`src/rtl/regfile_port_pkg.sv`:
```
// Shared types for the register file port controller: FSM states and the
// register index / data widths.
package regfile_port_pkg;

  localparam int REG_IDX_W = 5;
  localparam int DATA_W    = 32;

  typedef enum logic [1:0] {
    IDLE,
    WR_WAIT,
    RD_WAIT
  } state_e;

  typedef logic [REG_IDX_W-1:0] reg_idx_t;
  typedef logic [DATA_W-1:0]    reg_data_t;

endpackage

```
`src/rtl/regfile_port_if.sv`:
```
// Upstream read/write request handshakes plus the strobe/acknowledge bus to
// the register file. The controller uses the master view.
interface regfile_port_if;
  import regfile_port_pkg::*;

  logic      rd_valid_i;
  logic      rd_ready_o;
  reg_idx_t  rd_rs1_i;
  reg_idx_t  rd_rs2_i;
  logic      rd_done_o;
  reg_data_t rd_rs1_data_o;
  reg_data_t rd_rs2_data_o;

  logic      wr_valid_i;
  logic      wr_ready_o;
  reg_idx_t  wr_rd_i;
  reg_data_t wr_data_i;
  logic      wr_done_o;

  logic      err_o;

  logic      stb_read_o;
  reg_idx_t  op_rs1_o;
  reg_idx_t  op_rs2_o;
  logic      ack_read_i;
  reg_data_t reg_rs1_i;
  reg_data_t reg_rs2_i;

  logic      stb_write_o;
  reg_idx_t  op_rd_o;
  reg_data_t reg_rd_o;
  logic      ack_write_i;

  modport master (
    input  rd_valid_i, rd_rs1_i, rd_rs2_i,
    input  wr_valid_i, wr_rd_i, wr_data_i,
    input  ack_read_i, reg_rs1_i, reg_rs2_i, ack_write_i,
    output rd_ready_o, rd_done_o, rd_rs1_data_o, rd_rs2_data_o,
    output wr_ready_o, wr_done_o, err_o,
    output stb_read_o, op_rs1_o, op_rs2_o,
    output stb_write_o, op_rd_o, reg_rd_o
  );

  modport slave (
    output rd_valid_i, rd_rs1_i, rd_rs2_i,
    output wr_valid_i, wr_rd_i, wr_data_i,
    output ack_read_i, reg_rs1_i, reg_rs2_i, ack_write_i,
    input  rd_ready_o, rd_done_o, rd_rs1_data_o, rd_rs2_data_o,
    input  wr_ready_o, wr_done_o, err_o,
    input  stb_read_o, op_rs1_o, op_rs2_o,
    input  stb_write_o, op_rd_o, reg_rd_o
  );

endinterface

```
`src/rtl/regfile_port.sv`:
```
// Serialises one pending read and one pending write onto the register file
// strobe/ack port, writes first, with an ack timeout that flags err_o.
module regfile_port
  import regfile_port_pkg::*;
#(
  parameter int ACK_TIMEOUT = 16
) (
  input logic            clk_i,
  input logic            rst_i,
  regfile_port_if.master bus
);

  localparam int               CNT_W     = $clog2(ACK_TIMEOUT + 1);
  localparam logic [CNT_W-1:0] CNT_LIMIT = CNT_W'(ACK_TIMEOUT);

  state_e           state_q, state_d;
  logic [CNT_W-1:0] cnt_q, cnt_d, cnt_inc;

  logic      rd_full_q, rd_full_d;
  reg_idx_t  rs1_q, rs1_d, rs2_q, rs2_d;
  logic      wr_full_q, wr_full_d;
  reg_idx_t  wr_idx_q, wr_idx_d;
  reg_data_t wr_val_q, wr_val_d;

  logic      stb_read_q, stb_read_d;
  logic      stb_write_q, stb_write_d;
  logic      rd_done_q, rd_done_d;
  logic      wr_done_q, wr_done_d;
  logic      err_q, err_d;
  reg_data_t rs1_data_q, rs1_data_d;
  reg_data_t rs2_data_q, rs2_data_d;

  logic rd_ready, wr_ready, rd_acc, wr_acc, wr_x0, timeout;

  // A slot stays closed through its done cycle so ready returns one cycle later.
  assign rd_ready = ~rd_full_q & ~rd_done_q;
  assign wr_ready = ~wr_full_q & ~wr_done_q;
  assign rd_acc   = bus.rd_valid_i & rd_ready;
  assign wr_acc   = bus.wr_valid_i & wr_ready;
  assign wr_x0    = (bus.wr_rd_i == '0);
  assign cnt_inc  = cnt_q + CNT_W'(1);
  assign timeout  = (cnt_inc == CNT_LIMIT);

  always_comb begin
    state_d     = state_q;
    cnt_d       = cnt_q;
    rd_full_d   = rd_full_q;
    rs1_d       = rs1_q;
    rs2_d       = rs2_q;
    wr_full_d   = wr_full_q;
    wr_idx_d    = wr_idx_q;
    wr_val_d    = wr_val_q;
    stb_read_d  = 1'b0;
    stb_write_d = 1'b0;
    rd_done_d   = 1'b0;
    wr_done_d   = 1'b0;
    err_d       = 1'b0;
    rs1_data_d  = rs1_data_q;
    rs2_data_d  = rs2_data_q;

    if (rd_acc) begin
      rd_full_d = 1'b1;
      rs1_d     = bus.rd_rs1_i;
      rs2_d     = bus.rd_rs2_i;
    end

    // Writes to x0 never reach the register file; they complete immediately.
    if (wr_acc) begin
      if (wr_x0) begin
        wr_done_d = 1'b1;
      end else begin
        wr_full_d = 1'b1;
        wr_idx_d  = bus.wr_rd_i;
        wr_val_d  = bus.wr_data_i;
      end
    end

    unique case (state_q)
      IDLE: begin
        if (wr_full_q | (wr_acc & ~wr_x0)) begin
          stb_write_d = 1'b1;
          cnt_d       = '0;
          state_d     = WR_WAIT;
        end else if (rd_full_q | rd_acc) begin
          stb_read_d = 1'b1;
          cnt_d      = '0;
          state_d    = RD_WAIT;
        end
      end
      WR_WAIT: begin
        if (bus.ack_write_i | timeout) begin
          wr_done_d = 1'b1;
          err_d     = ~bus.ack_write_i;
          wr_full_d = 1'b0;
          state_d   = IDLE;
        end else begin
          cnt_d = cnt_inc;
        end
      end
      RD_WAIT: begin
        if (bus.ack_read_i | timeout) begin
          rd_done_d = 1'b1;
          err_d     = ~bus.ack_read_i;
          rd_full_d = 1'b0;
          state_d   = IDLE;
          if (bus.ack_read_i) begin
            rs1_data_d = bus.reg_rs1_i;
            rs2_data_d = bus.reg_rs2_i;
          end
        end else begin
          cnt_d = cnt_inc;
        end
      end
      default: state_d = IDLE;
    endcase
  end

  always_ff @(posedge clk_i) begin
    if (rst_i) begin
      state_q     <= IDLE;
      cnt_q       <= '0;
      rd_full_q   <= 1'b0;
      rs1_q       <= '0;
      rs2_q       <= '0;
      wr_full_q   <= 1'b0;
      wr_idx_q    <= '0;
      wr_val_q    <= '0;
      stb_read_q  <= 1'b0;
      stb_write_q <= 1'b0;
      rd_done_q   <= 1'b0;
      wr_done_q   <= 1'b0;
      err_q       <= 1'b0;
      rs1_data_q  <= '0;
      rs2_data_q  <= '0;
    end else begin
      state_q     <= state_d;
      cnt_q       <= cnt_d;
      rd_full_q   <= rd_full_d;
      rs1_q       <= rs1_d;
      rs2_q       <= rs2_d;
      wr_full_q   <= wr_full_d;
      wr_idx_q    <= wr_idx_d;
      wr_val_q    <= wr_val_d;
      stb_read_q  <= stb_read_d;
      stb_write_q <= stb_write_d;
      rd_done_q   <= rd_done_d;
      wr_done_q   <= wr_done_d;
      err_q       <= err_d;
      rs1_data_q  <= rs1_data_d;
      rs2_data_q  <= rs2_data_d;
    end
  end

  assign bus.rd_ready_o    = rd_ready;
  assign bus.wr_ready_o    = wr_ready;
  assign bus.rd_done_o     = rd_done_q;
  assign bus.wr_done_o     = wr_done_q;
  assign bus.err_o         = err_q;
  assign bus.rd_rs1_data_o = rs1_data_q;
  assign bus.rd_rs2_data_o = rs2_data_q;
  assign bus.stb_read_o    = stb_read_q;
  assign bus.op_rs1_o      = rs1_q;
  assign bus.op_rs2_o      = rs2_q;
  assign bus.stb_write_o   = stb_write_q;
  assign bus.op_rd_o       = wr_idx_q;
  assign bus.reg_rd_o      = wr_val_q;

endmodule

```
`src/flat_wrapper.sv`:
```
// flat-port wrapper written by rule: the top's interface ports become plain ports
module regfile_port_flat import regfile_port_pkg::*;
#(
  parameter int ACK_TIMEOUT = 16
)
  (clk_i, rst_i, bus_rd_valid_i, bus_rd_rs1_i, bus_rd_rs2_i, bus_wr_valid_i, bus_wr_rd_i, bus_wr_data_i, bus_ack_read_i, bus_reg_rs1_i, bus_reg_rs2_i, bus_ack_write_i, bus_rd_ready_o, bus_rd_done_o, bus_rd_rs1_data_o, bus_rd_rs2_data_o, bus_wr_ready_o, bus_wr_done_o, bus_err_o, bus_stb_read_o, bus_op_rs1_o, bus_op_rs2_o, bus_stb_write_o, bus_op_rd_o, bus_reg_rd_o);
  regfile_port_if bus_i ();
  input logic clk_i;
  input logic rst_i;
  input wire logic [$bits(bus_i.rd_valid_i)-1:0] bus_rd_valid_i;
  input wire logic [$bits(bus_i.rd_rs1_i)-1:0] bus_rd_rs1_i;
  input wire logic [$bits(bus_i.rd_rs2_i)-1:0] bus_rd_rs2_i;
  input wire logic [$bits(bus_i.wr_valid_i)-1:0] bus_wr_valid_i;
  input wire logic [$bits(bus_i.wr_rd_i)-1:0] bus_wr_rd_i;
  input wire logic [$bits(bus_i.wr_data_i)-1:0] bus_wr_data_i;
  input wire logic [$bits(bus_i.ack_read_i)-1:0] bus_ack_read_i;
  input wire logic [$bits(bus_i.reg_rs1_i)-1:0] bus_reg_rs1_i;
  input wire logic [$bits(bus_i.reg_rs2_i)-1:0] bus_reg_rs2_i;
  input wire logic [$bits(bus_i.ack_write_i)-1:0] bus_ack_write_i;
  output wire logic [$bits(bus_i.rd_ready_o)-1:0] bus_rd_ready_o;
  output wire logic [$bits(bus_i.rd_done_o)-1:0] bus_rd_done_o;
  output wire logic [$bits(bus_i.rd_rs1_data_o)-1:0] bus_rd_rs1_data_o;
  output wire logic [$bits(bus_i.rd_rs2_data_o)-1:0] bus_rd_rs2_data_o;
  output wire logic [$bits(bus_i.wr_ready_o)-1:0] bus_wr_ready_o;
  output wire logic [$bits(bus_i.wr_done_o)-1:0] bus_wr_done_o;
  output wire logic [$bits(bus_i.err_o)-1:0] bus_err_o;
  output wire logic [$bits(bus_i.stb_read_o)-1:0] bus_stb_read_o;
  output wire logic [$bits(bus_i.op_rs1_o)-1:0] bus_op_rs1_o;
  output wire logic [$bits(bus_i.op_rs2_o)-1:0] bus_op_rs2_o;
  output wire logic [$bits(bus_i.stb_write_o)-1:0] bus_stb_write_o;
  output wire logic [$bits(bus_i.op_rd_o)-1:0] bus_op_rd_o;
  output wire logic [$bits(bus_i.reg_rd_o)-1:0] bus_reg_rd_o;
  assign bus_i.rd_valid_i = bus_rd_valid_i;
  assign bus_i.rd_rs1_i = bus_rd_rs1_i;
  assign bus_i.rd_rs2_i = bus_rd_rs2_i;
  assign bus_i.wr_valid_i = bus_wr_valid_i;
  assign bus_i.wr_rd_i = bus_wr_rd_i;
  assign bus_i.wr_data_i = bus_wr_data_i;
  assign bus_i.ack_read_i = bus_ack_read_i;
  assign bus_i.reg_rs1_i = bus_reg_rs1_i;
  assign bus_i.reg_rs2_i = bus_reg_rs2_i;
  assign bus_i.ack_write_i = bus_ack_write_i;
  assign bus_rd_ready_o = bus_i.rd_ready_o;
  assign bus_rd_done_o = bus_i.rd_done_o;
  assign bus_rd_rs1_data_o = bus_i.rd_rs1_data_o;
  assign bus_rd_rs2_data_o = bus_i.rd_rs2_data_o;
  assign bus_wr_ready_o = bus_i.wr_ready_o;
  assign bus_wr_done_o = bus_i.wr_done_o;
  assign bus_err_o = bus_i.err_o;
  assign bus_stb_read_o = bus_i.stb_read_o;
  assign bus_op_rs1_o = bus_i.op_rs1_o;
  assign bus_op_rs2_o = bus_i.op_rs2_o;
  assign bus_stb_write_o = bus_i.stb_write_o;
  assign bus_op_rd_o = bus_i.op_rd_o;
  assign bus_reg_rd_o = bus_i.reg_rd_o;
  regfile_port #(.ACK_TIMEOUT(ACK_TIMEOUT)) u_core (.clk_i(clk_i), .rst_i(rst_i), .bus(bus_i));
endmodule
```
`config.mk`:
```
export PLATFORM = sky130hd
export DESIGN_NAME = regfile_port_flat
export DESIGN_NICKNAME = d
export VERILOG_FILES = /design/src/rtl/regfile_port_pkg.sv /design/src/rtl/regfile_port_if.sv /design/src/rtl/regfile_port.sv /design/src/flat_wrapper.sv
export SDC_FILE = /design/constraint.sdc
export NUM_CORES = 1
export LEC_CHECK = 0
export ABC_AREA = 1
export CAP_MARGIN = 40
export CORE_MARGIN = 5
export CORE_UTILIZATION = 43
export DETAILED_ROUTE_END_ITERATION = 12
export MAX_ROUTING_LAYER = met4
export PLACE_DENSITY = 0.95
export SYNTH_ARGS = -nofsm -noshare
export SYNTH_HDL_FRONTEND = slang
export SYNTH_SLANG_ARGS = --single-unit
```
`constraint.sdc`:
```
create_clock -name clk_i -period 4.2 [get_ports clk_i]
set_input_delay 0.84 -clock clk_i [delete_from_list [all_inputs] [get_ports clk_i]]
set_output_delay 0.84 -clock clk_i [all_outputs]
set_load 0.01 [all_outputs]
```
==> results.cfg, run 1 <==
[setup_path]
worstPathRequired_ns = 3.36
worst_ep_arrival_time_ns = 1.52
end_kind = output pin
cp-start-kind = register
r2r.worst_path.cells = 6
path_class = register to output pin
crit_fanout = 4

[route]
vias = 4709
dr_wl_met2_um = 7244
wl_um = 14310
wl_met3_um = 966
met1_length_um = 5542
highest_layer = met4
vias_per_cell = 4.855
drt_iter0_markers = 251
wl_per_cell_um = 14.75
dr.pass1.iters = 5
drc = 0
drt.antenna.violating_nets = 0

[placed_design]
dpl-instance-area_um2 = 7018
io_buffers = 234
dp_hpwl_um = 10560
place.gp.congestion = 0.8613

[cts]
h-tree-depth = 4
cts_setup_buffers = 0
clk_pin_slew_ns = 0.05
clock_path_buffers = 2
cts_made_buffers = 17
cts_tree = built
cts.sinks = 125
clock_latency_ns = 0.50
cts_hold_buffers = 0
cts-root-buf = clkbuf_8
cts_resized = 0

[sta]
worst_slew_pin_slew_ns = 0.5908
drv_slew = 0
slew_headroom_pct = 60.62
hold_viol_final = 0
fmaxAchievable_ghz = 0.4234
fin_setup_tns_ns = 0
post-route-period-util_pct = 56.23
fin_crit_ns = 2.362
setup_viol = 0
rsz0062_at_grt = false
fin_skew_ns = 0.005530

[logic_synthesis]
yosysUniqueCellTypes = 31
synth_area_um2 = 4622
seq_area_frac_synth_pct = 54.14
synth_area_leader_cell = dfxtp_1
synth.ff_latch_count = 125
synthCells = 597
synth_nets = 719
yosysTopAreaCellShare_pct = 54.14
synthFlopType = dfxtp_1
synth.area.top_cells = dfxtp_1 54%, nor2_1 19%, o21ai_0 12%, nand2_1 2.3%, clkbuf_1 1.8%
synth_commonest_cells = 234 x nor2_1, 125 x dfxtp_1, 110 x o21ai_0
synth_warnings = 0
synth_edf_count = 0
synth_most_common_cell = nor2_1
avgSynthCellArea_um2 = 7.742
async_flop_share_pct = 0

[final_layout]
syn_to_final_growth_pct = 65.54
stdcell_area_um2 = 7651
antennaDiodeCount = 0
drive_above_1_share_pct = 6.355
final_nets = 943

[min_path]
hp-class = register to register
hold_depth = 2

[power_and_ir_drop]
p_sw_share_pct = 29.92
leakagePower_nw = 3.039
power_frac_seq_pct = 35.0
clock_power_share_pct = 34.2
switching_power_mw = 1.341
p_per_area_nw_per_um2 = 585.9
p_int_mw = 3.141
p_comb_share_pct = 30.8
ir_worst_vdd_mv = 0.4324

[floorplanning]
chipWidth_um = 113.7
dieArea_um2 = 12920
die_height_um = 113.7
pin_count = 235
initial_core_util_pct = 44.37
core-area_um2 = 10420
rows = 37

[global_routing]
grt_max_degree = 74
grt_pass1_vias = 4458
grt_overflow = 0
grt_pass1_wl_um = 22200
grt_usage_pct = 22.28
antenna_found_initial = 0

[job]
maxCapViolCount = 0

[run_status]
status = completed
## sequential cells by signal, indices dropped and copies added, names as in the netlist
name,count
u_core.bus.op_rs2_o,5
u_core.bus.stb_write_o,1
u_core.bus.rd_rs1_data_o,32
u_core.bus.err_o,1
u_core.wr_full_q,1
u_core.rd_full_q,1
u_core.cnt_q,5
u_core.state_q,2
u_core.bus.reg_rd_o,32
u_core.bus.rd_rs2_data_o,32
u_core.bus.op_rd_o,5
u_core.bus.op_rs1_o,5
u_core.bus.wr_done_o,1
u_core.bus.stb_read_o,1
u_core.bus.rd_done_o,1
## through the flow
stage | power, mW | hold WS (ns) | util [%] | setup WS, ns | std cells
CTS | 4.521 | 0.4652 | 73.45 | 1.813 | 970
detailed placement | 2.968 | 0.4574 | 67.38 | 1.599 | 938
finish | 4.483 | 0.4655 | 73.45 | 1.838 | 970
floorplan | 2.293 | 0.4826 | - | 2.465 | 597
global placement | 2.916 | 0.4549 | 67.18 | 1.652 | 937
global route | 4.742 | 0.4996 | 73.45 | 1.752 | 970
## final cells by class
class | instances | area, um^2
Sequential cell | 125 | 2502
Tap cell | 136 | 170.2
Multi-Input combinational cell | 412 | 1853
Clock inverter | 10 | 160.2
Inverter | 26 | 100.1
Fill cell | 773 | 2765
Timing Repair Buffer | 239 | 2392
Clock buffer | 22 | 473.0
## final timing paths
| check | startpoint | endpoint | slack (ns) |
|---|---|---|---|
| min reg2reg | u_core.bus.op_rd_o[3]$_SDFFE_PP0P_ | u_core.bus.op_rd_o[3]$_SDFFE_PP0P_ | 0.47 |
| max reg2reg | u_core.state_q[0]$_SDFFE_PP0P_ | u_core.bus.rd_rs1_data_o[10]$_SDFFE_PP0P_ | 2.43 |
| min | u_core.bus.op_rd_o[3]$_SDFFE_PP0P_ | u_core.bus.op_rd_o[3]$_SDFFE_PP0P_ | 0.47 |
| max | u_core.wr_full_q$_SDFF_PP0_ | bus_wr_ready_o | 1.84 |
## per-layer routing
| metal | vias to the layer above | GRT usage, % |
|---|---|---|
| met1 | 2144 | 23.63 |
| met5 | - | - |
| li1 | 2355 | - |
| met4 | 0 | 10.90 |
| met2 | 165 | 37.97 |
| met3 | 45 | 6.472 |
## critical path, stage by stage, from the launching register on
cell	delay [ns]
dfxtp_1	0.37
nor2_1	0.11
clkdlybuf4s50_1	0.54
## cells in the final DEF, fill, tap and decap left out
cell             synthesis  routed
nor2_1                 234     234
clkdlybuf4s50_1          0     234
dfxtp_1                125     125
o21ai_0                110     110
nand2_1                 28      28
inv_1                   20      20
clkbuf_16                0      16
nand4_1                  7       7
nand3_1                  5       5
ha_1                     5       5
clkbuf_8                 0       5
nand2_2                  4       4
inv_2                    3       4
a21oi_1                  4       4
clkinvlp_4               0       4
bufinv_16                0       4
buf_4                    5       4
nand3_2                  2       2
nand2_4                  2       2
nor3_1                   2       2
clkinv_2                 0       2
nand3b_1                 1       1
nor3b_4                  1       1
clkinv_1                 2       1
o21bai_1                 1       1
inv_4                    1       1
nand3_4                  1       1
a22o_1                   1       1
nor2_2                   1       1
a211oi_2                 1       1
o21ai_1                  1       1
nor4_1                   1       1
clkbuf_1                22       1
buf_12                   0       1
## cell families after synthesis
logic type	share of synthesized area (%)
and+or+nand+nor	25.66
adders and majority gates	1.354
buffers and inverters	5.766
DFF	54.14
AOI/OAI and AO/OA	13.08
## power by group through the flow
stage / Clock, mW / Sequential, mW / Combinational [mW]
4_1_cts: 1.56 / 1.57 / 1.39
5_1_grt: 1.62 / 1.60 / 1.52
2_1_floorplan: 0 / 1.68 / 0.617
6_report: 1.53 / 1.57 / 1.38
3_3_place_gp: 0 / 1.58 / 1.34
3_5_place_dp: 0 / 1.59 / 1.38
(Power assumes the default switching activity.)
==> inputs of run 2 (changes only) <==
--- a/config.mk
+++ b/config.mk
@@ -8,10 +8,10 @@
 export ABC_AREA = 1
 export CAP_MARGIN = 40
 export CORE_MARGIN = 5
-export CORE_UTILIZATION = 43
+export CORE_UTILIZATION = 36
 export DETAILED_ROUTE_END_ITERATION = 12
 export MAX_ROUTING_LAYER = met4
-export PLACE_DENSITY = 0.95
+export PLACE_DENSITY = 0.88
 export SYNTH_ARGS = -nofsm -noshare
 export SYNTH_HDL_FRONTEND = slang
 export SYNTH_SLANG_ARGS = --single-unit
==> constraint.sdc (replaced) <==
create_clock -name clk_i -period 2 [get_ports clk_i]
set_input_delay 0.4 -clock clk_i [delete_from_list [all_inputs] [get_ports clk_i]]
set_output_delay 0.4 -clock clk_i [all_outputs]
set_load 0.01 [all_outputs]
==> run 2 against run 1 <==
Register-to-register slack lost 2.2 ns. Cell count grew 4.8%. Die area grew 18%. Largest power group unchanged. Critical endpoint is now bus_rd_ready_o. Via count grew 1.7%. Worst hold slack lost 0.0042 ns. Sequential power grew 110%. Final area grew 1.3%. Critical path depth is the same.
==> results.cfg, run 2 (synthesis results as in run 1) <==
[placed_design]
dp_hpwl_um = 10880
dpl-instance-area_um2 = 7173
place.gp.congestion = 0.8675
pre_cts_slack_ns = 0.07315
io_buffers = 234

[route]
wl_per_cell_um = 14.81
vias_per_cell = 4.707
vias = 4787
dr.pass1.iters = 4
drc = 0
drt_iter0_markers = 318
drt.antenna.violating_nets = 0
wl_um = 15070

[power_and_ir_drop]
p_comb_share_pct = 32.4
clock_power_share_pct = 32.0
ir_worst_vdd_mv = 0.5709
p_int_mw = 6.392
p_per_area_nw_per_um2 = 1197
switching_power_mw = 2.882
p_sw_share_pct = 31.08
power_frac_seq_pct = 35.7
leakagePower_nw = 3.076

[floorplanning]
pin_count = 235
initial_core_util_pct = 36.63
chipWidth_um = 123.3
rows = 41
core-area_um2 = 12620
dieArea_um2 = 15200
die_height_um = 123.3

[sta]
post-route-period-util_pct = 91.62
rsz0062_at_grt = false
drv_slew = 0
worst_slew_pin_slew_ns = 0.4837
hold_ws_ns = 0.4613
fin_crit_ns = 1.832
hold_viol_final = 0
fin_setup_tns_ns = 0
slew_headroom_pct = 67.64
setup_viol = 0
setup_ws_ns = 0.1676
fmaxAchievable_ghz = 0.5457
fin_skew_ns = 0.004697

[run_status]
status = completed

[job]
maxCapViolCount = 0

[global_routing]
grt_pass1_vias = 4576
grt_max_degree = 86
grt_pass1_wl_um = 22910
antenna_found_initial = 0
grt_overflow = 0
grt_usage_pct = 20.14

[setup_path]
crit_fanout = 3
r2r.worst_path.cells = 7
path_class = register to output pin
r2r_end = u_core.bus.rd_rs2_data_o[17]$_SDFFE_PP0P_
end_kind = output pin
regToRegSetupSlack_ns = 0.21
worstPathRequired_ns = 1.60
cp-start-kind = register
r2r_start = u_core.state_q[0]$_SDFFE_PP0P_
worst_ep_arrival_time_ns = 1.43

[cts]
cts_setup_buffers = 0
cts_made_buffers = 17
cts_tree = built
cts_resized = 0
cts-root-buf = clkbuf_16
cts_hold_buffers = 0
clock_latency_ns = 0.41
clk_pin_slew_ns = 0.06
clock_path_buffers = 2
cts.sinks = 125
h-tree-depth = 4

[min_path]
min-delay-start = u_core.bus.op_rd_o[1]$_SDFFE_PP0P_
hold_end = u_core.bus.op_rd_o[1]$_SDFFE_PP0P_
hold_depth = 2
hp-class = register to register

[final_layout]
drive_above_1_share_pct = 7.692
syn_to_final_growth_pct = 67.68
antennaDiodeCount = 0
final_nets = 954
stdcell_area_um2 = 7750
mostFrequentLayoutCells = 234 x nor2_1, 234 x clkdlybuf4s50_1, 125 x dfxtp_1
-- run 2: power by group through the flow --
stage,combinational (mW),sequential [mW],clock [mW]
4_1_cts,3.03,3.31,3.02
2_1_floorplan,1.30,3.52,0
6_report,3.00,3.31,2.96
5_1_grt,3.33,3.37,3.14
3_3_place_gp,2.92,3.33,0
3_5_place_dp,2.99,3.35,0
-- run 2: worst max-delay path by stage --
stage / start / endpoint / cells past startpoint
2_1_floorplan: u_core.state_q[0]$_SDFFE_PP0P_ / u_core.bus.rd_rs1_data_o[10]$_SDFFE_PP0P_ / 7
3_3_place_gp: bus_ack_read_i / u_core.bus.rd_rs2_data_o[0]$_SDFFE_PP0P_ / 5
6_report: u_core.bus.rd_done_o$_SDFF_PP0_ / bus_rd_ready_o / 2
3_5_place_dp: bus_wr_rd_i[4] / u_core.state_q[1]$_SDFFE_PP0P_ / 10
5_1_grt: u_core.state_q[0]$_SDFFE_PP0P_ / u_core.bus.rd_rs2_data_o[17]$_SDFFE_PP0P_ / 7
4_1_cts: u_core.bus.rd_done_o$_SDFF_PP0_ / bus_rd_ready_o / 2
-- run 2: routing by layer --
| layer | global-route usage [%] | wire [um] | part of all wire (%) | vias to the layer above |
|---|---|---|---|---|
| met3 | 6.359 | 1195 | 7.9 | 37 |
| met5 | - | 0 | 0 | - |
| met1 | 22.01 | 5863 | 39 | 2176 |
| met4 | 9.066 | 450 | 3.0 | 0 |
| li1 | - | - | - | 2381 |
| met2 | 33.57 | 7556 | 50 | 193 |
-- run 2: through the flow --
stage	util, %	total power, mW	cells
after detailed placement	56.84	6.341	985
after global placement	56.84	6.247	985
after floorplan	-	4.816	597
after global routing	61.41	9.836	1017
after CTS	61.41	9.350	1017
final	61.41	9.274	1017
-- run 2: layout make-up --
type / instances / area, um^2
tap: 172 / 215.2
fill: 1090 / 4870
sequential: 125 / 2502
timing repair buffer: 250 / 2500
clock buffer: 20 / 456.7
multi-input combinational: 412 / 1856
clock inverter: 12 / 120.1
inverter: 26 / 100.1
-- run 2: worst max-delay path: stages, from the launching register on --
cell and delay [ns]:
dfxtp_1 0.32, nor2_1 0.15, clkdlybuf4s50_1 0.56
==> inputs of run 3 (changes only) <==
--- a/config.mk
+++ b/config.mk
@@ -7,11 +7,13 @@
 export LEC_CHECK = 0
 export ABC_AREA = 1
 export CAP_MARGIN = 40
+export CELL_PAD_IN_SITES_DETAIL_PLACEMENT = 0
+export CELL_PAD_IN_SITES_GLOBAL_PLACEMENT = 1
 export CORE_MARGIN = 5
-export CORE_UTILIZATION = 36
+export CORE_UTILIZATION = 25
 export DETAILED_ROUTE_END_ITERATION = 12
 export MAX_ROUTING_LAYER = met4
-export PLACE_DENSITY = 0.88
+export PLACE_DENSITY = 0.89
 export SYNTH_ARGS = -nofsm -noshare
 export SYNTH_HDL_FRONTEND = slang
 export SYNTH_SLANG_ARGS = --single-unit
==> run 3 against run 2 <==
Worst setup slack got worse by 0.0082 ns. Critical path depth stayed put. Critical path type unchanged. Largest power group unchanged. Utilization fell by 18 points.
==> results.cfg, run 3 (synthesis results as in run 1) <==
[run_status]
status = completed

[cts]
cts.sinks = 125
cts-root-buf = clkbuf_16
cts_setup_buffers = 0
clock_path_buffers = 2
clk_pin_slew_ns = 0.06
cts_hold_buffers = 0
cts_resized = 0
clock_latency_ns = 0.40
cts_made_buffers = 17
cts_tree = built
h-tree-depth = 4

[floorplanning]
core-area_um2 = 18090
chipWidth_um = 146.0
die_height_um = 146.0
pin_count = 235
rows = 49
initial_core_util_pct = 25.56
dieArea_um2 = 21310

[setup_path]
path_cells = nor2_1 > clkdlybuf4s50_1
path_class = register to output pin
crit_path_top_delay_cell = clkdlybuf4s50_1
critical_path.top_delay_family = buffers and inverters
cp-start-kind = register
worstPathRequired_ns = 1.60
worst_ep_arrival_time_ns = 1.44
crit_fanout = 3
regToRegSetupSlack_ns = 0.35
end_kind = output pin
max_stage_delay_ns = 0.56
crit_buf_inv = 1

[route]
drc = 0
wl_um = 15200
wl_per_cell_um = 14.15
drt.antenna.violating_nets = 0
drt_iter0_markers = 191
vias_per_cell = 4.266
dr.pass1.iters = 4
vias = 4582

[final_layout]
final_nets = 954
drive_above_1_share_pct = 7.692
syn_to_final_growth_pct = 71.55
fillers = 1821
mostFrequentLayoutCells = 234 x nor2_1, 234 x clkdlybuf4s50_1, 125 x dfxtp_1
multi_input_area_um2 = 1856
seq_area_um2 = 2502
post-route-util_pct = 43.84
antennaDiodeCount = 0

[sta]
hold_viol_final = 0
fin_setup_tns_ns = 0
drv_slew = 0
post-route-period-util_pct = 92.03
rsz0062_at_grt = false
setup_viol = 0
fin_crit_ns = 1.841
worst_slew_pin_slew_ns = 0.3641
fmaxAchievable_ghz = 0.5433
fin_skew_ns = 0.007341
slew_headroom_pct = 75.57

[global_routing]
grt_pass1_wl_um = 23870
grt_max_degree = 57
grt_usage_pct = 14.36
grt_overflow = 0
antenna_found_initial = 0
grt_pass1_vias = 4361

[power_and_ir_drop]
ir_worst_vdd_mv = 0.5368
p_int_mw = 6.708
leakagePower_nw = 3.130
switching_power_mw = 2.859
p_sw_share_pct = 29.88
p_comb_share_pct = 31.2
p_per_area_nw_per_um2 = 1207
clock_power_share_pct = 34.4
power_frac_seq_pct = 34.4

[job]
maxCapViolCount = 0

[placed_design]
dp_hpwl_um = 11150
place.gp.congestion = 0.8306
io_buffers = 234

[min_path]
hp-class = register to register
-- run 3: cell type report --
| class | count | area share [%] |
|---|---|---|
| repair buffers | 250 | 32.16 |
| flip-flops and latches | 125 | 31.56 |
| multi-input cells | 412 | 23.40 |
| clock buffers | 21 | 5.933 |
| well taps | 229 | 3.614 |
| clock inverters | 11 | 2.067 |
| inverters | 26 | 1.262 |
-- run 3: worst paths after layout --
check,from,to,depth (start not counted)
setup / recovery,u_core.bus.rd_done_o$_SDFF_PP0_,bus_rd_ready_o,2
hold / removal,u_core.bus.op_rd_o[3]$_SDFFE_PP0P_,u_core.bus.op_rd_o[3]$_SDFFE_PP0P_,2
setup reg to reg,u_core.state_q[0]$_SDFFE_PP0P_,u_core.bus.rd_rs1_data_o[0]$_SDFFE_PP0P_,7
hold reg to reg,u_core.bus.op_rd_o[3]$_SDFFE_PP0P_,u_core.bus.op_rd_o[3]$_SDFFE_PP0P_,2
-- run 3: worst min-delay path, delay by kind of cell, from the launching register on --
family	cells	cell delay (ns)
AOI/OAI and AO/OA	1	0.06
and+or+nand+nor	1	0.06
DFF	1	0.30
-- run 3: per-layer routing --
layer  vias to the layer above  wire (um)  global-route usage, %
met5                         -          0                      -
met1                      2068       6601                  17.13
li1                       2378          -                      -
met3                        11        752                  3.363
met2                       125       7641                  24.03
met4                         0        200                  4.610
-- run 3: metrics by stage --
step | hold WS, ns | setup WS, ns | total power, mW | instances | area [um^2]
after floorplan | 0.4826 | 0.6232 | 4.816 | 597 | 4622
after global placement | 0.4490 | 0.03466 | 6.331 | 1042 | 7295
after detailed placement | 0.4578 | 0.03470 | 6.366 | 1042 | 7295
after CTS | 0.4657 | 0.1333 | 9.725 | 1074 | 7929
after global routing | 0.4972 | 0.05615 | 10.16 | 1074 | 7929
final | 0.4647 | 0.1594 | 9.566 | 1074 | 7929
-- run 3: power groups by stage --
| stage | clock network (mW) | logic, mW | registers, mW |
|---|---|---|---|
| 5_1_grt | 3.50 | 3.30 | 3.37 |
| 4_1_cts | 3.39 | 3.03 | 3.30 |
| 3_3_place_gp | 0 | 3.00 | 3.33 |
| 3_5_place_dp | 0 | 3.02 | 3.35 |
| 6_report | 3.29 | 2.98 | 3.29 |
| 2_1_floorplan | 0 | 1.30 | 3.52 |
